**src/rtl/rom_seq_reader.sv**
```systemverilog
`default_nettype none
// ============================================================================
//  Module   : rom_seq_reader
//  Purpose  : Sequencer in front of a combinational address-to-data ROM.
//             Walks a programmed run of consecutive addresses (wrapping at
//             2^ADDR_WIDTH), registers each returned word and offers it on a
//             valid/ready stream. Pulses done for one cycle when the run ends.
//
//  Parameters
//    ADDR_WIDTH   ROM address width
//    DATA_WIDTH   ROM data width
//
//  Ports
//    clk          clock, rising edge
//    rst          asynchronous active-high reset
//    start        run request, sampled only while idle
//    start_addr   first address of the run
//    len          number of words to read (0 .. 2^(ADDR_WIDTH+1)-1)
//    addr         registered ROM address
//    rom_data     combinational ROM output for addr
//    out_data     captured word
//    out_valid    out_data is valid
//    out_ready    downstream accepts the word
//    busy         high whenever the sequencer is not idle
//    done         one-cycle pulse at end of run
//    out_parity   even parity of out_data (only with SEQ_PARITY_EN)
//
//  Build option
//    SEQ_PARITY_EN  when defined, adds the out_parity output and its register
//
//  Revision : 1.0  initial release
// ============================================================================
module rom_seq_reader #(
   parameter int ADDR_WIDTH = 2,
   parameter int DATA_WIDTH = 3
) (
   input  logic                  clk,
   input  logic                  rst,
   input  logic                  start,
   input  logic [ADDR_WIDTH-1:0] start_addr,
   input  logic [ADDR_WIDTH:0]   len,
   output logic [ADDR_WIDTH-1:0] addr,
   input  logic [DATA_WIDTH-1:0] rom_data,
   output logic [DATA_WIDTH-1:0] out_data,
   output logic                  out_valid,
   input  logic                  out_ready,
   output logic                  busy,
   output logic                  done
`ifdef SEQ_PARITY_EN
   ,
   output logic                  out_parity
`endif
);

   localparam logic [ADDR_WIDTH-1:0] c_ADDR_ONE = {{(ADDR_WIDTH-1){1'b0}}, 1'b1};
   localparam logic [ADDR_WIDTH:0]   c_REM_ONE  = {{ADDR_WIDTH{1'b0}}, 1'b1};

   typedef enum logic [1:0] {
      ST_IDLE  = 2'd0,
      ST_FETCH = 2'd1,
      ST_HOLD  = 2'd2,
      ST_DONE  = 2'd3
   } state_t;

   state_t                  r_state;
   state_t                  w_state_nxt;
   logic [ADDR_WIDTH-1:0]   r_addr;
   logic [ADDR_WIDTH-1:0]   w_addr_nxt;
   // Words still to be fetched after the one currently in flight.
   logic [ADDR_WIDTH:0]     r_remaining;
   logic [ADDR_WIDTH:0]     w_remaining_nxt;
   logic [DATA_WIDTH-1:0]   r_out_data;
   logic [DATA_WIDTH-1:0]   w_out_data_nxt;
   logic                    r_out_valid;
   logic                    w_out_valid_nxt;
   logic                    w_handshake;

`ifdef SEQ_PARITY_EN
   logic                    r_parity;
   logic                    w_parity_nxt;
`endif

   // A transfer completes only while a word is actually being offered.
   assign w_handshake = r_out_valid & out_ready;

   // ------------------------------------------------------------------------
   // State and datapath registers
   // ------------------------------------------------------------------------
   always_ff @(posedge clk or posedge rst) begin
      if (rst) begin
         r_state     <= ST_IDLE;
         r_addr      <= '0;
         r_remaining <= '0;
         r_out_data  <= '0;
         r_out_valid <= 1'b0;
      end else begin
         r_state     <= w_state_nxt;
         r_addr      <= w_addr_nxt;
         r_remaining <= w_remaining_nxt;
         r_out_data  <= w_out_data_nxt;
         r_out_valid <= w_out_valid_nxt;
      end
   end

`ifdef SEQ_PARITY_EN
   always_ff @(posedge clk or posedge rst) begin
      if (rst) begin
         r_parity <= 1'b0;
      end else begin
         r_parity <= w_parity_nxt;
      end
   end
`endif

   // ------------------------------------------------------------------------
   // Next-state and next-datapath logic
   // ------------------------------------------------------------------------
   always_comb begin
      w_state_nxt     = r_state;
      w_addr_nxt      = r_addr;
      w_remaining_nxt = r_remaining;
      w_out_data_nxt  = r_out_data;
      w_out_valid_nxt = r_out_valid;
`ifdef SEQ_PARITY_EN
      w_parity_nxt    = r_parity;
`endif

      case (r_state)
         ST_IDLE: begin
            if (start) begin
               if (len != '0) begin
                  w_addr_nxt      = start_addr;
                  w_remaining_nxt = len;
                  w_state_nxt     = ST_FETCH;
               end else begin
                  // Empty run: report completion without producing data.
                  w_state_nxt = ST_DONE;
               end
            end
         end

         ST_FETCH: begin
            // addr has been stable for this whole cycle, so rom_data is settled.
            w_out_data_nxt  = rom_data;
            w_remaining_nxt = r_remaining - c_REM_ONE;
            w_out_valid_nxt = 1'b1;
`ifdef SEQ_PARITY_EN
            w_parity_nxt    = ^rom_data;
`endif
            w_state_nxt     = ST_HOLD;
         end

         ST_HOLD: begin
            if (w_handshake) begin
               w_out_valid_nxt = 1'b0;
               if (r_remaining == '0) begin
                  w_state_nxt = ST_DONE;
               end else begin
                  // Natural overflow gives the wrap back to address 0.
                  w_addr_nxt  = r_addr + c_ADDR_ONE;
                  w_state_nxt = ST_FETCH;
               end
            end
         end

         ST_DONE: begin
            w_state_nxt = ST_IDLE;
         end

         default: begin
            w_state_nxt = ST_IDLE;
         end
      endcase
   end

   // ------------------------------------------------------------------------
   // Outputs
   // ------------------------------------------------------------------------
   assign addr      = r_addr;
   assign out_data  = r_out_data;
   assign out_valid = r_out_valid;
   assign busy      = (r_state != ST_IDLE);
   assign done      = (r_state == ST_DONE);
`ifdef SEQ_PARITY_EN
   assign out_parity = r_parity;
`endif

endmodule
`default_nettype wire

```
**config.mk**
```make
export PLATFORM = sky130hd
export DESIGN_NAME = rom_seq_reader
export DESIGN_NICKNAME = d
export VERILOG_FILES = /design/src/rtl/rom_seq_reader.sv
export SDC_FILE = /design/constraint.sdc
export NUM_CORES = 1
export LEC_CHECK = 0
export ABC_AREA = 1
export CORE_UTILIZATION = 47
export CTS_BUF_LIST = sky130_fd_sc_hd__clkbuf_8
export DETAILED_ROUTE_END_ITERATION = 6
export PLACE_DENSITY_LB_ADDON = 0.3
export SYNTH_ARGS = -nofsm -noshare
export SYNTH_HDL_FRONTEND = slang
export SYNTH_SLANG_ARGS = --single-unit
export TNS_END_PERCENT = 5
```
**constraint.sdc**
```tcl
create_clock -name clk -period 1.2 [get_ports clk]
set_input_delay 0.12 -clock clk [delete_from_list [all_inputs] [get_ports clk]]
set_output_delay 0.12 -clock clk [all_outputs]
set_load 0.02 [all_outputs]
```
; Word-level counts from Yosys, hierarchy flattened
; Cells that the tools add are included.
; Widths: inputs -> output; s select.
[word_totals]
reg_bits = 11
out_inout_bits = 8
[classes]
n_addsub = 2
n_eq_ne = 7
n_mux = 15
n_bitwise = 1
reduce_logical = 11
[op_table]
columns = operator, n
row1 = $mux 2, 8
row2 = $ne 2x2->1 const B, 4
row3 = $pmux 2 s4, 1
row4 = $reduce_bool 2->1, 4
row5 = $mux 3, 2
row6 = $pmux 3 s2, 1
row7 = $reduce_and 5->1, 1
row8 = $eq 2x2->1 const B, 2
row9 = $pmux 2 s2, 1
row10 = $reduce_and 2->1, 2
row11 = $logic_not 3->1, 1
row12 = $reduce_and 3->1, 1
row13 = $reduce_bool 3->1, 1
row14 = $sub 3x1->3 const B, 1
row15 = $add 2x1->2 const B, 1
row16 = $eq 2x1->1 const B, 1
row17 = $logic_not 2->1, 1
row18 = $pmux 1 s2, 1
row19 = $and 1x1->1, 1
row20 = $mux 1, 1

; Depth between registers and ports, before layout
[logic_depth]
word_depth = 4
depth_mapped = 9
ltp_nobuf = 9

; Least setup slack after synthesis
; OpenSTA, ideal clock, no wires.
[synth_path]
path_type = register to register
start = register r_state[1]
end = register r_out_data[2], in the netlist out_data[2]
t_arrival_ns = 0.960
required_time_ns = 1.075
setup_slack_ns = 0.115
stages_incl_launch_ff = 5
path_buffers = 1
synth_period_minus_slack_ns = 1.085
path_cell_list = dfrtp_1 inv_2 nand2_2 buf_6 mux2_4
[synth_between]
elab_chain_cells = 1
[synth_lines]
columns = item, line
row1 = "start, declared", 65  ; state_t r_state;
row2 = "start signal, assigned", 97  ; r_state <= w_state_nxt;
row3 = $eq 2x1->1, 128  ; case (r_state)
row4 = "end signal, assigned", 100  ; r_out_data <= w_out_data_nxt;
row5 = "end, declared", 72  ; logic [DATA_WIDTH-1:0] r_out_data;
; No other way between the ends.
; A chain may end at the register's enable or synchronous reset.

; Worst setup path in the final report
[layout_path]
start = register r_state[1]
end = output busy
[layout_between]
elab_chain_cells = 1
[layout_lines]
columns = item, line
row1 = $reduce_bool 2->1, 182  ; assign busy = (r_state != ST_IDLE);
row2 = "end, declared", 47  ; output logic busy,
; No other way between the ends.

==> impl_metrics.csv <==
group,metric,value,unit
status,status,"complete, but fails checks",
status,violations,"negative setup slack",
cts,clk_pin_slew,50,ps
sta,rsz0062_at_grt,"yes",
synth,synth_edf_count,0,
synth,ys_seq_area_share,43.0,%
sta,tns,-81.2,ps
critical_path,path_depth,4,
critical_path,crit_fanout,4,
final_layout,areaGrowthSynthToFinish,55.7,%
sta,final.setup.worst_slack,-42.7,ps
sta,min_period_over_period,104,%
final_layout,fin_nets,130,
synth,yosys-top-cells-area,"dfrtp_1 (43%), nand2_1 (18%), inv_1 (8.8%)",
synth,netlist_area,641,um2
pwr,p_leak,0.533,nW
synth,syn_nets,99,
grt,grt_usage,24.8,%
die,die_area,1510,um2
cts,cts_buffer_depth,2,
critical_path,path_cells,"nor2_2 -> buf_4 -> inv_1 -> buf_2",
drt,via_count,645,
cts,clockRootBuffer,"clkbuf_8",
critical_path,reg2regPathDepth,7,
place,hpwlAfterDp,1120,um
grt,grt_pass1_vias,578,
drt,ant_nets,0,
drt,drt_pass1_iterations,4,
synth,synth_area_leader_cell,"dfrtp_1",
die,die_x,38.9,um
synth,synth_cell_type_count,15,
pwr,power_density,2750,nW/um2
sta,slew_violations,0,
critical_path,cp_top_family,"flip-flops",
critical_path,path_class,"reg2out",
worst_hold_path,hold_path.class,"in2async",
synth,synth-main-ff-cell,"dfrtp_1",
grt,grt_max_degree,13,
synth,yosysWarnings,0,
critical_path,cp-end-kind,"primary output",
sta,maxSlewHeadroom,73.3,%
die,io_pins,20,
sta,skew,4.92,ps
die,rows,12,
critical_path,arrival,1120,ps
final_layout,drive_gt1_share,34.8,%
place,gp_congestion,0.720,
die,initial_core_util,54.0,%
pwr,ir_drop,0.00161,V
synth,syn_area_per_cell,7.54,um2
grt,grt_pass1_wl,2400,um
drt,wirelength,1730,um
final_layout,fillCellCount,74,
drt,post_drt_wl_per_cell,13.4,um
sta,worstMarginPinSlew,400,ps
grt,antenna_found_initial,0,
critical_path,cp-start-kind,"flip-flop",
sta,finalSetupViolations,3,
synth,synth.top_cell.area_share,43.0,%
cts,cts_tree,"built",
final_layout,utilization,84.1,%
synth,synthTopCellsByCount,"nand2_1 (31), inv_1 (15), dfrtp_1 (11)",
place,port_buffers,19,
synth,ys_seq_elements,11,
synth,yosysMostFrequentCell,"nand2_1",
cts,cts_sinks,11,
critical_path,critPathRequiredTime,1080,ps
sta,period_minus_slack,1240,ps
place,post-place-ws,-56.0,ps
synth,synthArstFlopShare,100,%
drt,drt_first_iter_violations,7,
grt,gr-total-overflow,0,
sta,max_freq,805,MHz
cts,htree_levels,1,
die,design.core.area,1190,um2
cts,clk_latency,240,ps
synth,synthCells,85,
die,die_y,38.9,um
final_layout,n_antenna_cell,0,
cts,numCtsBuffers,3,
critical_path,worst_path_max_delay_cell,"dfrtp_1",
critical_path,crit_buf_inv,3,
drt,drc,0,
sta,hold_viol_final,0,
critical_path,cp_slowest_stage_delay,420,ps
drt,vias_per_cell,5.00,
job,drv_cap,0,
==> where the power goes <==
group | internal [mW] | switching [mW]
logic | 0.714 | 0.956
clock network | 0.224 | 0.134
registers | 0.562 | 0.153
==> what timing repair did <==
action	CTS	global route
setup endpoints to repair	15	11
buffers inserted	0	3
gates resized for setup	12	25
hold buffers	0	0
pin swaps	0	8
cloned	0	0
==> flip-flops by register name (all words and copies together) (netlist names) <==
signal       cells
r_state          2
addr             2
out_data         3
out_valid        1
r_remaining      3
==> cell type report <==
class                      instances  area (um2)  area share [%]
multi-input combinational         57         363            36.4
sequential                        11         275            27.6
timing repair buffer              27         236            23.7
inverter                          16        60.1            6.02
clock buffer                       3        41.3            4.14
tap                               14        17.5            1.76
clock inverter                     1        3.75           0.376
==> worst reg2reg max path, cell delays in order (launching register included) <==
cell	delay (ps)
dfrtp_1	420
nor2_2	150
buf_4	140
nand3_4	90
nand2_2	110
inv_2	60
nand2_1	60
o21ai_0	80
==> worst paths after layout <==
kind,start,to,slack [ps]
worst max-delay path,r_state[1],busy,-40
worst min-delay path,rst,r_remaining[0],170
worst max register to register,r_state[1],r_remaining[1],-40
worst min register to register,out_data[2],out_data[2],500
max in group asynchronous,rst,r_remaining[1],750
min in group clk,rom_data[2],out_data[2],500
==> metrics by stage <==
stage	cell area [um2]	cells	hold WS, ps	power (mW)
floorplan	641	85	-27.6	1.56
global placement	875	122	426	2.07
detailed placement	875	122	424	2.12
CTS	907	126	175	2.39
global route	997	129	238	2.94
finish	997	129	169	2.74
==> cell usage in the layout (no fill, tap or decap) <==
cell and instances:
nor2_4 1, mux2_4 1, buf_4 7, dlygate4sd2_1 6, o21ai_0 6, nand3_4 1
nand2_1 24, clkbuf_8 3, clkdlybuf4s50_1 11, buf_2 1, buf_6 1, nor2_2 2
mux2_2 2, clkbuf_2 1, inv_1 11, ha_1 1, nand3_2 3, nand2_2 8
nand2_4 1, dfrtp_1 11, inv_2 6, nand3_1 3, o21a_1 1, nor2_1 1
o21ai_2 1, ha_4 1
==> kinds of logic after synthesis <==
family / synth area share, %
buffers and inverters: 11.1
multiplexers: 5.86
AND/OR/NAND/NOR: 29.5
flip-flops: 43.0
AO/OA/AOI/OAI: 6.64
adder cells (fa/ha/maj): 3.91
==> routing by layer <==
layer	track usage, %	part of all wire (%)	up-vias
met1	26.7	38	302
li1	-	-	322
met4	7.76	0.58	0
met5	0	0	-
met2	44.6	57	19
met3	8.67	3.8	2
Power figures use the tool's default switching activity.
